`config.mk`:
```
export PLATFORM = sky130hd
export DESIGN_NAME = jtag_host_flat
export DESIGN_NICKNAME = d
export VERILOG_FILES = /design/src/rtl/jtag_host_if.sv /design/src/rtl/jtag_host.sv /design/src/flat_wrapper.sv
export SDC_FILE = /design/constraint.sdc
export NUM_CORES = 1
export LEC_CHECK = 0
export CORE_MARGIN = 2
export CORE_UTILIZATION = 45
export CTS_CLUSTER_SIZE = 10
export DETAILED_ROUTE_END_ITERATION = 16
export PLACE_DENSITY = 0.82
export SLEW_MARGIN = 30
export SYNTH_ARGS = -nofsm -noshare
export SYNTH_HDL_FRONTEND = slang
export SYNTH_SLANG_ARGS = --single-unit
```
`constraint.sdc`:
```
create_clock -name clk -period 6.8 [get_ports clk]
set_input_delay 1.7 -clock clk [delete_from_list [all_inputs] [get_ports clk]]
set_output_delay 1.7 -clock clk [all_outputs]
set_load 0.01 [all_outputs]
```
`src/rtl/jtag_host_if.sv`:
```
// rtl/jtag_host_if.sv - command/response handshake bundle for the JTAG host
interface jtag_host_if #(
    parameter int MAXLEN = 32
) ();
    logic                         cmd_valid;
    logic                         cmd_ready;
    logic [1:0]                   cmd_op;
    logic [$clog2(MAXLEN+1)-1:0]  cmd_len;
    logic [MAXLEN-1:0]            cmd_data;
    logic                         rsp_valid;
    logic                         rsp_ready;
    logic [MAXLEN-1:0]            rsp_data;

    modport master (
        output cmd_valid, cmd_op, cmd_len, cmd_data, rsp_ready,
        input  cmd_ready, rsp_valid, rsp_data
    );

    modport slave (
        input  cmd_valid, cmd_op, cmd_len, cmd_data, rsp_ready,
        output cmd_ready, rsp_valid, rsp_data
    );
endinterface

```
`src/rtl/jtag_host.sv`:
```
// rtl/jtag_host.sv - JTAG TAP master: scans IR/DR from a command queue, returns TDO
module jtag_host #(
    parameter int MAXLEN = 32,
    parameter int CLKDIV = 2
) (
    input  logic         clk,
    input  logic         reset_n,
    jtag_host_if.slave   bus,
    output logic         tck,
    output logic         tms,
    output logic         tdi,
    input  logic         tdo
);
    localparam int LW = $clog2(MAXLEN + 1);
    localparam int CW = (LW > 3) ? LW : 3;
    localparam int IW = (MAXLEN > 1) ? $clog2(MAXLEN) : 1;
    localparam int DW = (CLKDIV > 1) ? $clog2(CLKDIV) : 1;
    localparam logic [DW-1:0] DIV_LAST = DW'(CLKDIV - 1);
    localparam logic [LW-1:0] LEN_MAX  = LW'(MAXLEN);

    typedef enum logic [2:0] {RSTSEQ, IDLE, HEAD, SHIFT, TAIL, RESP} state_t;

    state_t              r_state, w_state, w_adv_state;
    logic [CW-1:0]       r_cnt, w_cnt, w_adv_cnt;
    logic [DW-1:0]       r_div, w_div;
    logic                r_tck, w_tck, r_tms, w_tms, r_tdi, w_tdi;
    logic                r_op_ir, w_op_ir;
    logic [CW-1:0]       r_len, w_len;
    logic [MAXLEN-1:0]   r_data, w_data;
    logic [MAXLEN-1:0]   r_rsp_data, w_rsp_data;
    logic                r_rsp_valid, w_rsp_valid;
    logic                r_rsp_req, w_rsp_req;
    logic                w_illegal;

    // TMS value for TCK number c of segment s
    function automatic logic tms_of(input state_t s, input logic [CW-1:0] c,
                                    input logic ir, input logic [CW-1:0] len);
        case (s)
            RSTSEQ:  return c < CW'(5);
            HEAD:    return ir ? (c < CW'(2)) : (c == '0);
            SHIFT:   return c == (len - CW'(1));
            TAIL:    return c == '0;
            default: return 1'b0;
        endcase
    endfunction

    assign w_illegal = (bus.cmd_op == 2'b11) || (bus.cmd_len == '0) ||
                       (bus.cmd_len > LEN_MAX);

    always_ff @(posedge clk or negedge reset_n) begin
        if (!reset_n) begin
            r_state     <= RSTSEQ;
            r_cnt       <= '0;
            r_div       <= '0;
            r_tck       <= 1'b0;
            r_tms       <= 1'b1;
            r_tdi       <= 1'b0;
            r_op_ir     <= 1'b0;
            r_len       <= '0;
            r_data      <= '0;
            r_rsp_data  <= '0;
            r_rsp_valid <= 1'b0;
            r_rsp_req   <= 1'b0;
        end else begin
            r_state     <= w_state;
            r_cnt       <= w_cnt;
            r_div       <= w_div;
            r_tck       <= w_tck;
            r_tms       <= w_tms;
            r_tdi       <= w_tdi;
            r_op_ir     <= w_op_ir;
            r_len       <= w_len;
            r_data      <= w_data;
            r_rsp_data  <= w_rsp_data;
            r_rsp_valid <= w_rsp_valid;
            r_rsp_req   <= w_rsp_req;
        end
    end

    always_comb begin
        w_state     = r_state;
        w_cnt       = r_cnt;
        w_div       = r_div;
        w_tck       = r_tck;
        w_tms       = r_tms;
        w_tdi       = r_tdi;
        w_op_ir     = r_op_ir;
        w_len       = r_len;
        w_data      = r_data;
        w_rsp_data  = r_rsp_data;
        w_rsp_valid = r_rsp_valid;
        w_rsp_req   = r_rsp_req;
        w_adv_state = r_state;
        w_adv_cnt   = r_cnt + CW'(1);

        // Where the TCK after the current one belongs
        case (r_state)
            RSTSEQ: if (r_cnt == CW'(5)) begin
                w_adv_state = r_rsp_req ? RESP : IDLE;
                w_adv_cnt   = '0;
            end
            HEAD: if (r_cnt == (r_op_ir ? CW'(3) : CW'(2))) begin
                w_adv_state = SHIFT;
                w_adv_cnt   = '0;
            end
            SHIFT: if (r_cnt == (r_len - CW'(1))) begin
                w_adv_state = TAIL;
                w_adv_cnt   = '0;
            end
            TAIL: if (r_cnt == CW'(1)) begin
                w_adv_state = RESP;
                w_adv_cnt   = '0;
            end
            default: ;
        endcase

        case (r_state)
            IDLE: begin
                if (bus.cmd_valid) begin
                    w_op_ir    = (bus.cmd_op == 2'b01);
                    w_len      = CW'(bus.cmd_len);
                    w_data     = bus.cmd_data;
                    w_rsp_data = '0;
                    w_div      = '0;
                    w_cnt      = '0;
                    if (w_illegal) begin
                        w_state     = RESP;
                        w_rsp_valid = 1'b1;
                    end else begin
                        w_state   = (bus.cmd_op == 2'b00) ? RSTSEQ : HEAD;
                        w_rsp_req = 1'b1;
                        w_tms     = 1'b1;
                        w_tdi     = 1'b0;
                    end
                end
            end
            RESP: begin
                if (bus.rsp_ready) begin
                    w_state     = IDLE;
                    w_rsp_valid = 1'b0;
                    w_rsp_req   = 1'b0;
                end
            end
            default: begin
                if (r_div != DIV_LAST) begin
                    w_div = r_div + DW'(1);
                end else begin
                    w_div = '0;
                    if (!r_tck) begin
                        w_tck = 1'b1;
                        if (r_state == SHIFT) w_rsp_data[r_cnt[IW-1:0]] = tdo;
                    end else begin
                        // Falling edge: launch the next TMS/TDI or leave the scan
                        w_tck   = 1'b0;
                        w_state = w_adv_state;
                        w_cnt   = w_adv_cnt;
                        if (w_adv_state == RESP) begin
                            w_rsp_valid = 1'b1;
                        end else if (w_adv_state != IDLE) begin
                            w_tms = tms_of(w_adv_state, w_adv_cnt, r_op_ir, r_len);
                            w_tdi = (w_adv_state == SHIFT) ? r_data[w_adv_cnt[IW-1:0]] : 1'b0;
                        end
                    end
                end
            end
        endcase
    end

    assign tck           = r_tck;
    assign tms           = r_tms;
    assign tdi           = r_tdi;
    assign bus.cmd_ready = (r_state == IDLE);
    assign bus.rsp_valid = r_rsp_valid;
    assign bus.rsp_data  = r_rsp_data;
endmodule

```
`src/flat_wrapper.sv`:
```
// flat-port wrapper written by rule: the top's interface ports become plain ports
module jtag_host_flat 
#(
    parameter int MAXLEN = 32,
    parameter int CLKDIV = 2
)
  (clk, reset_n, tck, tms, tdi, tdo, bus_cmd_valid, bus_cmd_op, bus_cmd_len, bus_cmd_data, bus_rsp_ready, bus_cmd_ready, bus_rsp_valid, bus_rsp_data);
  jtag_host_if #(.MAXLEN(MAXLEN)) bus_i ();
  input  logic clk;
  input  logic reset_n;
  output logic tck;
  output logic tms;
  output logic tdi;
  input  logic tdo;
  input wire logic [$bits(bus_i.cmd_valid)-1:0] bus_cmd_valid;
  input wire logic [$bits(bus_i.cmd_op)-1:0] bus_cmd_op;
  input wire logic [$bits(bus_i.cmd_len)-1:0] bus_cmd_len;
  input wire logic [$bits(bus_i.cmd_data)-1:0] bus_cmd_data;
  input wire logic [$bits(bus_i.rsp_ready)-1:0] bus_rsp_ready;
  output wire logic [$bits(bus_i.cmd_ready)-1:0] bus_cmd_ready;
  output wire logic [$bits(bus_i.rsp_valid)-1:0] bus_rsp_valid;
  output wire logic [$bits(bus_i.rsp_data)-1:0] bus_rsp_data;
  assign bus_i.cmd_valid = bus_cmd_valid;
  assign bus_i.cmd_op = bus_cmd_op;
  assign bus_i.cmd_len = bus_cmd_len;
  assign bus_i.cmd_data = bus_cmd_data;
  assign bus_i.rsp_ready = bus_rsp_ready;
  assign bus_cmd_ready = bus_i.cmd_ready;
  assign bus_rsp_valid = bus_i.rsp_valid;
  assign bus_rsp_data = bus_i.rsp_data;
  jtag_host #(.MAXLEN(MAXLEN), .CLKDIV(CLKDIV)) u_core (.clk(clk), .reset_n(reset_n), .bus(bus_i), .tck(tck), .tms(tms), .tdi(tdi), .tdo(tdo));
endmodule
```
==> impl_metrics.yaml <==
status:
  status: "completed"
clock_network:
  cts_buffers: 9
  clock_path_buffers: 2
  cts_root_buf: "clkbuf_8"
  insertion_delay_ps: 360
  hold_buffers: 0
  postCtsSetupRepairBufs: 0
  ctsHtreeMaxLevel: 3
  cts-resized-gates: 0
  cts_tree: "yes"
  clock-sinks: 86
  clk_pin_slew_ps: 90
synthesis:
  syn_area_um2: 4780
  ys_types: 64
  synth_top_family_by_area: "simple AND/OR/NAND/NOR gates"
  synth_edf_count: 0
  synth_compound_area_frac: 0.217
  ys_ff_latch: 86
  synthArstFlopShare: 1.00
  yosys_warnings: 0
  yosys.area_share.adder: 0.0131
  ys_seq_area_frac: 0.451
  synth_xor_area_frac: 0.0377
  synthFlopType: "dfrtp_1"
  synthMuxAreaShare: 0.0238
  synth_simple_gate_area_share: 0.219
  syn_nets: 621
  synth_cells: 571
  syn_avg_cell_area_um2: 8.37
global_routing:
  grt_max_degree: 87
  grt_pass1_vias: 4307
  grt_overflow_total: 0
  grt_usage: 0.231
  grt_first_pass_wirelength_um: 21200
  antenna_found_initial: 0
floorplanning:
  rows: 37
  die_h_um: 107
  ios: 82
  start_util: 0.463
  core_area_um2: 10300
  fp.dieW_um: 107
  die_area_um2: 11500
hold_path:
  hold_path_class: "flop to flop"
  min_to: "u_core.r_data[13]$_DFFE_PN0P_"
  min_from: "u_core.r_data[13]$_DFFE_PN0P_"
  whs_path_depth: 2
sta:
  rsz0062_at_grt: "no"
  setup_ws_ps: 2450
  tns_ps: 0
  slew_viol_final: 0
  finalCriticalPeriod_ps: 4350
  skew_ps: 12.5
  whs_ps: 478
  fmax_ghz: 0.230
  finalSetupViolCount: 0
  tightest_slew_ps: 871
  relSlewSlack: 0.405
  period_share: 0.639
  hold_violations: 0
cells_and_area:
  diodes: 0
  final_area_um2: 5850
  layout-drive-gt1-share: 0.0595
  seqCellArea_um2: 2150
  layout.nets: 684
  multi_input_area_um2: 2440
  nFillCells: 916
  final_core_util: 0.567
  syn2layout_area_growth_pct: 22.4
  layout.cells.non_filler: 775
critical_path:
  cp-start-kind: "flop"
  arrival_ps: 2650
  required_ps: 5100
  cp-startpoint: "u_core.r_state[0]$_DFFE_PN0P_"
  reg2reg_slack_ps: 2890
  reg2reg_from: "u_core.r_cnt[2]$_DFFE_PN0P_"
  rr_endpoint: "u_core.tms$_DFFE_PN1P_"
  criticalPathCategory: "flop to primary output"
  worst_setup_path_end_kind: "primary output"
  r2r_cells: 8
  cp_max_fo: 37
detailed_routing:
  drcViolationCount: 0
  viasPerCell: 5.77
  routed_wl_um: 12700
  vias: 4472
  routedWlPerCell_um: 16.4
  drtIter0Drc: 307
  drt_first_pass_iters: 5
  detail-route-antenna-nets: 0
power:
  p_leak_nw: 2.56
  total_power_mw: 0.916
  peakVddDrop_mv: 0.115
  power_density_nw_per_um2: 157
run:
  cap_violations: 0
place:
  dpl.hpwl_um: 9040
  dp.cells: 759
  pre_cts_ws_ps: 2890
  port-buffer-count: 81
  dpl_cell_area_um2: 5650
  gp_congestion: 0.933
worst max-delay path: stages, from the launching register on:
cell and delay, ps:
dfrtp_1 510, inv_1 150, nor2_1 310, nand2_1 200, inv_2 470, clkdlybuf4s50_1 650
cells in the final DEF, fill, tap and decap left out, types with 4 or more instances in the layout:
| master | Yosys | final |
|---|---|---|
| nand2b_1 | 5 | 5 |
| o31ai_1 | 5 | 5 |
| o211ai_1 | 4 | 4 |
| inv_1 | 11 | 11 |
| xnor2_1 | 14 | 14 |
| nand3_1 | 12 | 12 |
| clkdlybuf4s50_1 | 0 | 80 |
| mux2i_1 | 8 | 8 |
| o22ai_1 | 4 | 4 |
| o21ai_0 | 77 | 77 |
| a21oi_1 | 43 | 43 |
| clkbuf_8 | 0 | 9 |
| nor2_1 | 25 | 25 |
| or2_2 | 4 | 4 |
| nand2_1 | 147 | 146 |
| buf_4 | 2 | 4 |
| ha_1 | 5 | 5 |
| dfrtp_1 | 85 | 85 |
| nor3b_1 | 6 | 6 |
| nor3_1 | 7 | 7 |
| and2_1 | 7 | 7 |
| xor2_1 | 4 | 4 |
| and3_1 | 5 | 5 |
cell type report:
class | instances | share of cell area
multi-input cells | 440 | 0.417
inverters | 12 | 0.00770
repair buffers | 85 | 0.144
clock buffers | 10 | 0.0218
well taps | 136 | 0.0291
clock inverters | 6 | 0.0120
flip-flops and latches | 86 | 0.368
state kept, by name (all words and copies together) (netlist names):
register and cells:
u_core.r_op_ir 1, u_core.bus.rsp_valid 1, u_core.bus.rsp_data 32, u_core.tms 1
u_core.r_data 32, u_core.tdi 1, u_core.tck 1, u_core.r_cnt 6
u_core.r_div 1, u_core.r_rsp_req 1, u_core.r_len 6, u_core.r_state 3
cells by family after synthesis:
group	Yosys count
and+or+nand+nor	234
AOI/OAI and AO/OA	172
DFF	86
buffers and inverters	45
xor gates and xnor gates	19
muxes	10
adders and majority gates	5
report_power, final:
group / leakage [nW] / internal [mW] / switching, mW
Combinational: 1.32 / 0.0235 / 0.0163
Clock: 0.0891 / 0.172 / 0.193
Sequential: 1.15 / 0.511 / 0
Total: 2.56 / 0.706 / 0.209
cell usage after synthesis, drive strengths merged (2+ instances only):
master	n	area [um^2]
ha	5	62.6
mux2i	8	80.1
o211ai	5	42.5
a31oi	2	12.5
a211oi	3	22.5
nor2b	3	18.8
a311o	3	30.0
a21oi	43	215
xnor2	14	123
xor2	4	35.0
o21ai	79	399
a32o	2	20.0
nand3b	2	15.0
buf	8	46.3
nor2	26	100
a22o	3	26.3
or4	4	37.5
o311ai	2	17.5
nor3b	7	57.6
nand2	147	552
nor3	7	35.0
a22oi	3	22.5
o22ai	4	25.0
and3	5	31.3
inv	12	45.0
a2111oi	2	17.5
a2bb2oi	3	26.3
o31ai	5	37.5
nand3	12	60.1
nand2b	5	31.3
or2	5	31.3
clkbuf	25	93.8
a221oi	3	26.3
and2	7	43.8
dfrtp	85	2130
worst max-delay path by stage:
stage                               endpoint  cells past startpoint
2_1_floorplan  u_core.r_state[2]$_DFFE_PN0P_                      6
3_3_place_gp                   bus_cmd_ready                      5
3_5_place_dp                   bus_cmd_ready                      5
4_1_cts                        bus_cmd_ready                      5
5_1_grt                        bus_cmd_ready                      5
6_report                       bus_cmd_ready                      5
layer usage:
layer  up-vias  routed length (um)  GRT usage
met5         -                   0          0
met4         0                 193     0.0677
met3        23                 734     0.0328
met2       195                6400      0.394
met1      2131                5390      0.305
li1       2123                   -          -
Power figures use the tool's default switching activity.
